## src/rtl/handshake_elastic_fifo_pkg.sv

```systemverilog
// Shared constants and elaboration-time helpers for the handshake elastic FIFO.
package handshake_elastic_fifo_pkg;

    localparam int unsigned HANDSHAKE_FIFO_MAX_SLOTS = 256;

    function automatic int unsigned fifo_clog2(input int unsigned value);
        int unsigned bits;
        bits = 0;
        while ((64'd1 << bits) < 64'(value)) begin
            bits++;
        end
        return bits;
    endfunction

    // Pointers keep at least one bit so a single-slot FIFO still has a legal vector.
    function automatic int unsigned fifo_ptr_width(input int unsigned slots);
        return (slots > 1) ? fifo_clog2(slots) : 1;
    endfunction

    function automatic bit fifo_slots_legal(input int unsigned slots);
        return (slots >= 1) && (slots <= HANDSHAKE_FIFO_MAX_SLOTS);
    endfunction

endpackage

```

## src/rtl/handshake_elastic_fifo_if.sv

```systemverilog
// Producer/consumer channel bundle of the elastic FIFO; slave is the FIFO's view.
interface handshake_elastic_fifo_if
    import handshake_elastic_fifo_pkg::*;
#(
    parameter int unsigned DATA_WIDTH = 32,
    parameter int unsigned SLOTS      = 4
) ();

    localparam int unsigned CNT_W = fifo_clog2(SLOTS + 1);

    logic [DATA_WIDTH-1:0] ins;
    logic                  ins_valid;
    logic                  ins_ready;
    logic [DATA_WIDTH-1:0] outs;
    logic                  outs_valid;
    logic                  outs_ready;
    logic [CNT_W-1:0]      occupancy;

    modport slave (
        input  ins,
        input  ins_valid,
        output ins_ready,
        output outs,
        output outs_valid,
        input  outs_ready,
        output occupancy
    );

    modport master (
        output ins,
        output ins_valid,
        input  ins_ready,
        input  outs,
        input  outs_valid,
        output outs_ready,
        input  occupancy
    );

endinterface

```

## src/rtl/handshake_elastic_fifo_storage.sv

```systemverilog
// Token register array: synchronous write port, asynchronous read port, no reset.
module handshake_fifo_storage #(
    parameter int unsigned DATA_WIDTH = 32,
    parameter int unsigned SLOTS      = 4,
    parameter int unsigned ADDR_W     = 2
) (
    input  logic                  clk,
    input  logic                  we,
    input  logic [ADDR_W-1:0]     waddr,
    input  logic [DATA_WIDTH-1:0] wdata,
    input  logic [ADDR_W-1:0]     raddr,
    output logic [DATA_WIDTH-1:0] rdata
);

    logic [DATA_WIDTH-1:0] mem_q [SLOTS];

    always_ff @(posedge clk) begin
        if (we) begin
            mem_q[waddr] <= wdata;
        end
    end

    assign rdata = mem_q[raddr];

endmodule

```

## src/rtl/handshake_elastic_fifo.sv

```systemverilog
// Opaque elastic FIFO: every channel output is driven from registered state only.
module handshake_elastic_fifo
    import handshake_elastic_fifo_pkg::*;
#(
    parameter int unsigned DATA_WIDTH = 32,
    parameter int unsigned SLOTS      = 4
) (
    input  logic                    clk,
    input  logic                    rst,
    handshake_elastic_fifo_if.slave bus
);

    localparam int unsigned CNT_W = fifo_clog2(SLOTS + 1);
    localparam int unsigned PTR_W = fifo_ptr_width(SLOTS);

    localparam logic [PTR_W-1:0] LAST_PTR = PTR_W'(SLOTS - 1);
    localparam logic [CNT_W-1:0] FULL_CNT = CNT_W'(SLOTS);

    if (!fifo_slots_legal(SLOTS)) begin : g_slots_check
        $error("handshake_elastic_fifo: SLOTS=%0d outside 1..%0d", SLOTS, HANDSHAKE_FIFO_MAX_SLOTS);
    end

    if (DATA_WIDTH < 1) begin : g_width_check
        $error("handshake_elastic_fifo: DATA_WIDTH must be at least 1");
    end

    logic [PTR_W-1:0]      wr_ptr_q, wr_ptr_d;
    logic [PTR_W-1:0]      rd_ptr_q, rd_ptr_d;
    logic [CNT_W-1:0]      count_q, count_d;
    logic                  active_q;
    logic                  full;
    logic                  empty;
    logic                  push;
    logic                  pop;
    logic [DATA_WIDTH-1:0] head_data;

    assign full  = (count_q == FULL_CNT);
    assign empty = (count_q == '0);

    // active_q keeps ins_ready low through reset and the release cycle without
    // giving rst a combinational path to the producer.
    assign push = bus.ins_valid && active_q && !full;
    assign pop  = bus.outs_ready && !empty;

    always_comb begin
        wr_ptr_d = wr_ptr_q;
        rd_ptr_d = rd_ptr_q;
        if (push) begin
            wr_ptr_d = (wr_ptr_q == LAST_PTR) ? '0 : wr_ptr_q + 1'b1;
        end
        if (pop) begin
            rd_ptr_d = (rd_ptr_q == LAST_PTR) ? '0 : rd_ptr_q + 1'b1;
        end
        count_d = count_q + CNT_W'(push) - CNT_W'(pop);
    end

    always_ff @(posedge clk or negedge rst) begin
        if (!rst) begin
            wr_ptr_q <= '0;
            rd_ptr_q <= '0;
            count_q  <= '0;
            active_q <= 1'b0;
        end else begin
            wr_ptr_q <= wr_ptr_d;
            rd_ptr_q <= rd_ptr_d;
            count_q  <= count_d;
            active_q <= 1'b1;
        end
    end

    handshake_fifo_storage #(
        .DATA_WIDTH (DATA_WIDTH),
        .SLOTS      (SLOTS),
        .ADDR_W     (PTR_W)
    ) u_storage (
        .clk   (clk),
        .we    (push),
        .waddr (wr_ptr_q),
        .wdata (bus.ins),
        .raddr (rd_ptr_q),
        .rdata (head_data)
    );

    assign bus.ins_ready  = active_q && !full;
    assign bus.outs_valid = !empty;
    assign bus.outs       = empty ? '0 : head_data;
    assign bus.occupancy  = count_q;

endmodule

```

## src/flat_wrapper.sv

```systemverilog
// flat-port wrapper written by rule: the top's interface ports become plain ports
module handshake_elastic_fifo_flat import handshake_elastic_fifo_pkg::*;
#(
    parameter int unsigned DATA_WIDTH = 32,
    parameter int unsigned SLOTS      = 4
)
  (clk, rst, bus_ins, bus_ins_valid, bus_ins_ready, bus_outs, bus_outs_valid, bus_outs_ready, bus_occupancy);
  handshake_elastic_fifo_if #(.DATA_WIDTH(DATA_WIDTH), .SLOTS(SLOTS)) bus_i ();
  input  logic clk;
  input  logic rst;
  input wire logic [$bits(bus_i.ins)-1:0] bus_ins;
  input wire logic [$bits(bus_i.ins_valid)-1:0] bus_ins_valid;
  output wire logic [$bits(bus_i.ins_ready)-1:0] bus_ins_ready;
  output wire logic [$bits(bus_i.outs)-1:0] bus_outs;
  output wire logic [$bits(bus_i.outs_valid)-1:0] bus_outs_valid;
  input wire logic [$bits(bus_i.outs_ready)-1:0] bus_outs_ready;
  output wire logic [$bits(bus_i.occupancy)-1:0] bus_occupancy;
  assign bus_i.ins = bus_ins;
  assign bus_i.ins_valid = bus_ins_valid;
  assign bus_ins_ready = bus_i.ins_ready;
  assign bus_outs = bus_i.outs;
  assign bus_outs_valid = bus_i.outs_valid;
  assign bus_i.outs_ready = bus_outs_ready;
  assign bus_occupancy = bus_i.occupancy;
  handshake_elastic_fifo #(.DATA_WIDTH(DATA_WIDTH), .SLOTS(SLOTS)) u_core (.clk(clk), .rst(rst), .bus(bus_i));
endmodule
```

## config.mk

```make
export PLATFORM = sky130hd
export DESIGN_NAME = handshake_elastic_fifo_flat
export DESIGN_NICKNAME = d
export VERILOG_FILES = /design/src/rtl/handshake_elastic_fifo_pkg.sv /design/src/rtl/handshake_elastic_fifo_if.sv /design/src/rtl/handshake_elastic_fifo_storage.sv /design/src/rtl/handshake_elastic_fifo.sv /design/src/flat_wrapper.sv
export SDC_FILE = /design/constraint.sdc
export NUM_CORES = 1
export LEC_CHECK = 0
export CAP_MARGIN = 20
export CELL_PAD_IN_SITES_DETAIL_PLACEMENT = 2
export CELL_PAD_IN_SITES_GLOBAL_PLACEMENT = 2
export CORE_UTILIZATION = 47
export CTS_BUF_LIST = sky130_fd_sc_hd__clkbuf_8
export DETAILED_ROUTE_END_ITERATION = 7
export GPL_TIMING_DRIVEN = 0
export PLACE_DENSITY = 0.91
export REMOVE_ABC_BUFFERS = 1
export SKIP_CTS_REPAIR_TIMING = 1
export SYNTH_ARGS = -nofsm -noshare
export SYNTH_HDL_FRONTEND = slang
export SYNTH_SLANG_ARGS = --single-unit
```

## constraint.sdc

```tcl
create_clock -name clk -period 4.76 [get_ports clk]
set_input_delay 0.476 -clock clk [delete_from_list [all_inputs] [get_ports clk]]
set_output_delay 0.476 -clock clk [all_outputs]
set_load 0.1 [all_outputs]
```

## Yosys cells after proc, flatten, opt, wreduce, memory -nomap -nowiden

Memories as Yosys holds them, arrays and structs flattened.
Cells that the tools add are included.

| word-level totals | value |
|---|---|
| RAM bits | 128 |
| memories | 1 |
| flip-flop bits (word level) | 8 |
| input port bits | 36 |

Memory list:

| memory | words | bits a word | read ports | clocked after memory_dff | wr ports | RTL line | source |
|---|---|---|---|---|---|---|---|
| u_core.u_storage.mem_q | 4 | 32 | 1 | 0 | 1 | handshake_elastic_fifo_storage.sv:15 | `logic [DATA_WIDTH-1:0] mem_q [SLOTS];` |

| cells by class | value |
|---|---|
| reductions and logical operators | 7 |
| eq/ne operators | 3 |
| add/sub/neg operators | 4 |
| multiplexer cells | 5 |

Operator list:

| operator | count |
|---|---|
| 32-bit two-way mux | 1 |
| 2-bit by 1-bit adder with 2-bit output, second input constant | 2 |
| 2-bit equality test, second input constant | 2 |
| 1-bit logical AND | 4 |
| 2-bit two-way mux | 2 |
| 3-bit by 1-bit adder with 3-bit output | 1 |
| 3-bit equality test, second input constant | 1 |
| 3-bit logical NOT | 1 |
| 3-bit by 1-bit subtractor with 3-bit output | 1 |
| 1-bit logical NOT | 2 |
| 1-bit two-way mux | 2 |

## Logic depth before layout (Yosys ltp)

| depth | value |
|---|---|
| depth after elaboration | 5 |
| mapped depth | 9 |
| gate-level depth less buffers | 9 |

## Modules after synthesis

From an unflattened synthesis, not the netlist that was laid out.

| unflattened totals | value |
|---|---|
| cell total of the unflattened synthesis | 238 |
| area total of the unflattened synthesis | 5308.8 µm² |

Modules (own cells, without submodules):

| module | cells an instance | instances | area an instance (µm²) | seq. area each (µm²) |
|---|---|---|---|---|
| handshake_fifo_storage | 171 | 1 | 4689.5 | 3843.7 |
| handshake_elastic_fifo | 67 | 1 | 619.3 | 200.2 |

## Worst setup path after synthesis

Ideal clock, no wire load.

| path | value |
|---|---|
| path kind | flip-flop to output port |
| start point | register u_core.count_q[1], in the netlist u_core.bus.occupancy[1] |
| end point | output bus_ins_ready |
| arrival time | 3.358 ns |
| cell stages (with the launch flop) | 3 |
| path buffers | 0 |
| data required time | 4.284 ns |
| slack | 0.926 ns |
| cells stage by stage | dfrtp_1 nor2_1 a21boi_0 |

| on the way | value |
|---|---|
| word-level cells in the longest chain between the ends | 3 |

RTL lines:

| what | RTL line | source |
|---|---|---|
| start, declared | handshake_elastic_fifo.sv:29 | `logic [CNT_W-1:0] count_q, count_d;` |
| start signal, assigned | handshake_elastic_fifo.sv:66 | `count_q <= count_d;` |
| 3-bit equality test | handshake_elastic_fifo.sv:37 | `assign full = (count_q == FULL_CNT);` |
| 1-bit logical NOT | handshake_elastic_fifo.sv:84 | `assign bus.ins_ready = active_q && !full;` |
| 1-bit logical AND | handshake_elastic_fifo.sv:84 |  |
| end, declared | flat_wrapper.sv:13 | `output wire logic [$bits(bus_i.ins_ready)-1:0] bus_ins_ready;` |

No other way between the ends.

## Worst setup path in the final report

| path | value |
|---|---|
| start point | register u_core.rd_ptr_q[0] |
| end point | output bus_outs[2] |

| on the way | value |
|---|---|
| word-level cells in the longest chain between the ends | 2 |

RTL lines:

| what | RTL line | source |
|---|---|---|
| start, declared | handshake_elastic_fifo.sv:28 | `logic [PTR_W-1:0] rd_ptr_q, rd_ptr_d;` |
| start signal, assigned | handshake_elastic_fifo.sv:65 | `rd_ptr_q <= rd_ptr_d;` |
| memory read 4 x 32 bit | -- |  |
| 32-bit two-way mux | handshake_elastic_fifo.sv:86 | `assign bus.outs = empty ? '0 : head_data;` |
| end, declared | flat_wrapper.sv:14 | `output wire logic [$bits(bus_i.outs)-1:0] bus_outs;` |

No other way between the ends.

==> run summary <==
Status = complete, no violations
Wirelength per Cell = 29.3 microns
Final Net Count = 370
Max_slew headroom = 32.1%
Hold slack = 305 ps
Netlist cell types = 22
Clock transition at the registers of the reported paths = 90 ps
Initial core utilization = 48.8%
Die width = 109 microns
MaxCap Viol Count = 0
Die height = 109 microns
Post-synthesis sequential area ratio = 75.5%
Post-DP HPWL = 7500 microns
Antenna viol nets, final = 0
Fillers = 893
Vias in the first global route = 3041
Critical path startpoint category = register
Inst Count DP = 447
Worst EP arrival = 3270 ps
Via density = 5.57
Final Slew Violations = 0
Critical path fanouts, max = 20
Final Hold Fails = 0
Worst EP required = 4280 ps
Area delta synth->final = 24.8%
Crit path kind = reg -> out
# setup viols final = 0
Setup TNS = 0 ps
Critical Path End Type = output port
Top-Level Pins = 73
Largest net degree at the start of global routing = 35
Mapped Cells = 244
Total Routed Length = 14000 microns
Final Non-Filler Cells = 479
Longest Clk Path Bufs = 2
Yosys warns = 0
Layout cells sized above 1 = 20.9%
CP max-delay cell = clkdlybuf4s50_1
Syn avg cell area = 22.0 sq um
Clock Skew = 15.4 ps
Final period util = 78.7%
Total GRT Usage = 26.4%
Unrepaired setup endpoints after global routing = no
# rows = 38
Initial antenna violation count = 1
FF+latch count, synth = 136
DRC = 0
Clock latency at the later pin of the worst-skew pair = 470 ps
Max incr delay on CP = 960 ps
GP Congestion = 0.626
# clock sinks = 136
Port-buffer cells = 72
Core box area = 11000 sq um
Slew @ Worst Pin = 1010 ps
Drt first pass iters = 5
CTS H-Tree Depth = 4
Worst path cell trace = buf_12 > mux4_1 > and2_1 > clkdlybuf4s50_1
Area of the die = 11800 sq um
N_diodes = 0
Syn Std Cell Area = 5360 sq um
HP Class = in -> async
Num CTS Buffers = 17
Total number of vias = 2668
Initial DRC Count = 155
First-pass GRT wire length = 20500 microns
Finished Core Util = 60.9%
Fmax = 0.267 GHz
Min cycle time layout = 3750 ps
Total congestion overflow = 0
Root buf cell = clkbuf_8
CTS tree = done
-- layout by cell type, fill, tap and decap left out --
cell type / instances
inv_1: 6
and2_1: 32
bufinv_16: 7
clkinv_1: 3
dfrtp_1: 6
conb_1: 1
buf_12: 2
ha_1: 7
nor2_1: 3
nand2_1: 1
clkdlybuf4s50_1: 72
and2_4: 1
mux2_4: 2
mux4_2: 28
mux4_1: 4
a21oi_1: 1
clkbuf_8: 17
dfrtp_2: 2
edfxtp_1: 128
fa_1: 1
clkinvlp_4: 2
and2_2: 4
xnor2_1: 2
a21boi_0: 1
clkinv_2: 2
clkinv_4: 1
mux2_2: 2
or3_4: 1
-- area by class of cell --
type	instances	area, sq um	share of cell area (%)
flip-flops and latches	136	4050	60.5
multi-input cells	91	1190	17.9
repair buffers	74	761	11.4
clock inverters	15	255	3.82
clock buffers	17	234	3.50
well taps	140	175	2.62
inverters	6	22.5	0.337
-- through the flow --
step	instance area [sq um]	setup slack, ps
final	6690	1010
after global routing	6690	843
after CTS	6690	929
after detailed placement	6200	1440
after global placement	6150	506
after floorplan	5260	926
-- critical path: cells and delay by family, from the launching register on --
family / cells / cell delay [ps]
buf+inv: 2 / 1240
flops: 1 / 750
mux: 1 / 610
simple gates: 1 / 190
-- per-layer routing --
| layer | GRT usage [%] | share of wire [%] |
|---|---|---|
| met2 | 45.4 | 54 |
| met3 | 7.95 | 5.5 |
| met5 | 0 | 0 |
| met1 | 31.5 | 39 |
| met4 | 9.07 | 1.4 |
-- flip-flops by register name, summed over array words and instances, names as in the netlist --
signal	count
u_core.bus.occupancy	3
u_core.rd_ptr_q	2
u_core.active_q	1
u_core.wr_ptr_q	2
u_core.u_storage.mem_q	128
-- synth_stat cells --
cell type / count / area, sq um
and2_1: 36 / 225
a21boi_0: 1 / 7.51
clkbuf_1: 4 / 15.0
ha_1: 7 / 87.6
xnor2_1: 2 / 17.5
mux2_4: 2 / 30.0
mux2_2: 2 / 22.5
edfxtp_1: 128 / 3840
and2_4: 1 / 8.76
conb_1: 1 / 3.75
buf_6: 1 / 11.3
buf_2: 3 / 15.0
mux4_2: 28 / 631
nor2_1: 3 / 11.3
buf_12: 3 / 60.1
nand2_1: 1 / 3.75
a21oi_1: 1 / 5.00
mux4_1: 4 / 105
or3_4: 1 / 11.3
fa_1: 1 / 20.0
dfrtp_1: 8 / 200
inv_1: 6 / 22.5
-- cell families after synthesis --
| family | after synthesis | synth area share [%] |
|---|---|---|
| flip-flops | 136 | 75.5 |
| adder cells (fa/ha/maj) | 8 | 2.01 |
| multiplexers | 36 | 14.7 |
| buffers and inverters | 17 | 2.31 |
| AO/OA/AOI/OAI | 2 | 0.233 |
| AND/OR/NAND/NOR | 42 | 4.86 |
| XOR/XNOR | 2 | 0.327 |
| other | 1 | 0.0700 |
-- final timing paths --
check	start	end	slack, ps	cells after the start
max in group asynchronous	rst	u_core.rd_ptr_q[0]$_DFFE_PN0P_	4140	1
worst min-delay path	rst	u_core.rd_ptr_q[1]$_DFFE_PN0P_	310	1
worst max-delay path	u_core.rd_ptr_q[0]$_DFFE_PN0P_	bus_outs[2]	1010	4
worst max register to register	u_core.bus.occupancy[1]$_DFF_PN0_	u_core.bus.occupancy[2]$_DFF_PN0_	2060	9
worst min register to register	u_core.bus.occupancy[1]$_DFF_PN0_	u_core.bus.occupancy[2]$_DFF_PN0_	630	1
min in group clk	u_core.bus.occupancy[1]$_DFF_PN0_	u_core.bus.occupancy[2]$_DFF_PN0_	630	1
Power is left out: the tool's default activity adds up to more than one toggle a clock period on the data nets, which glitch-free logic cannot reach.
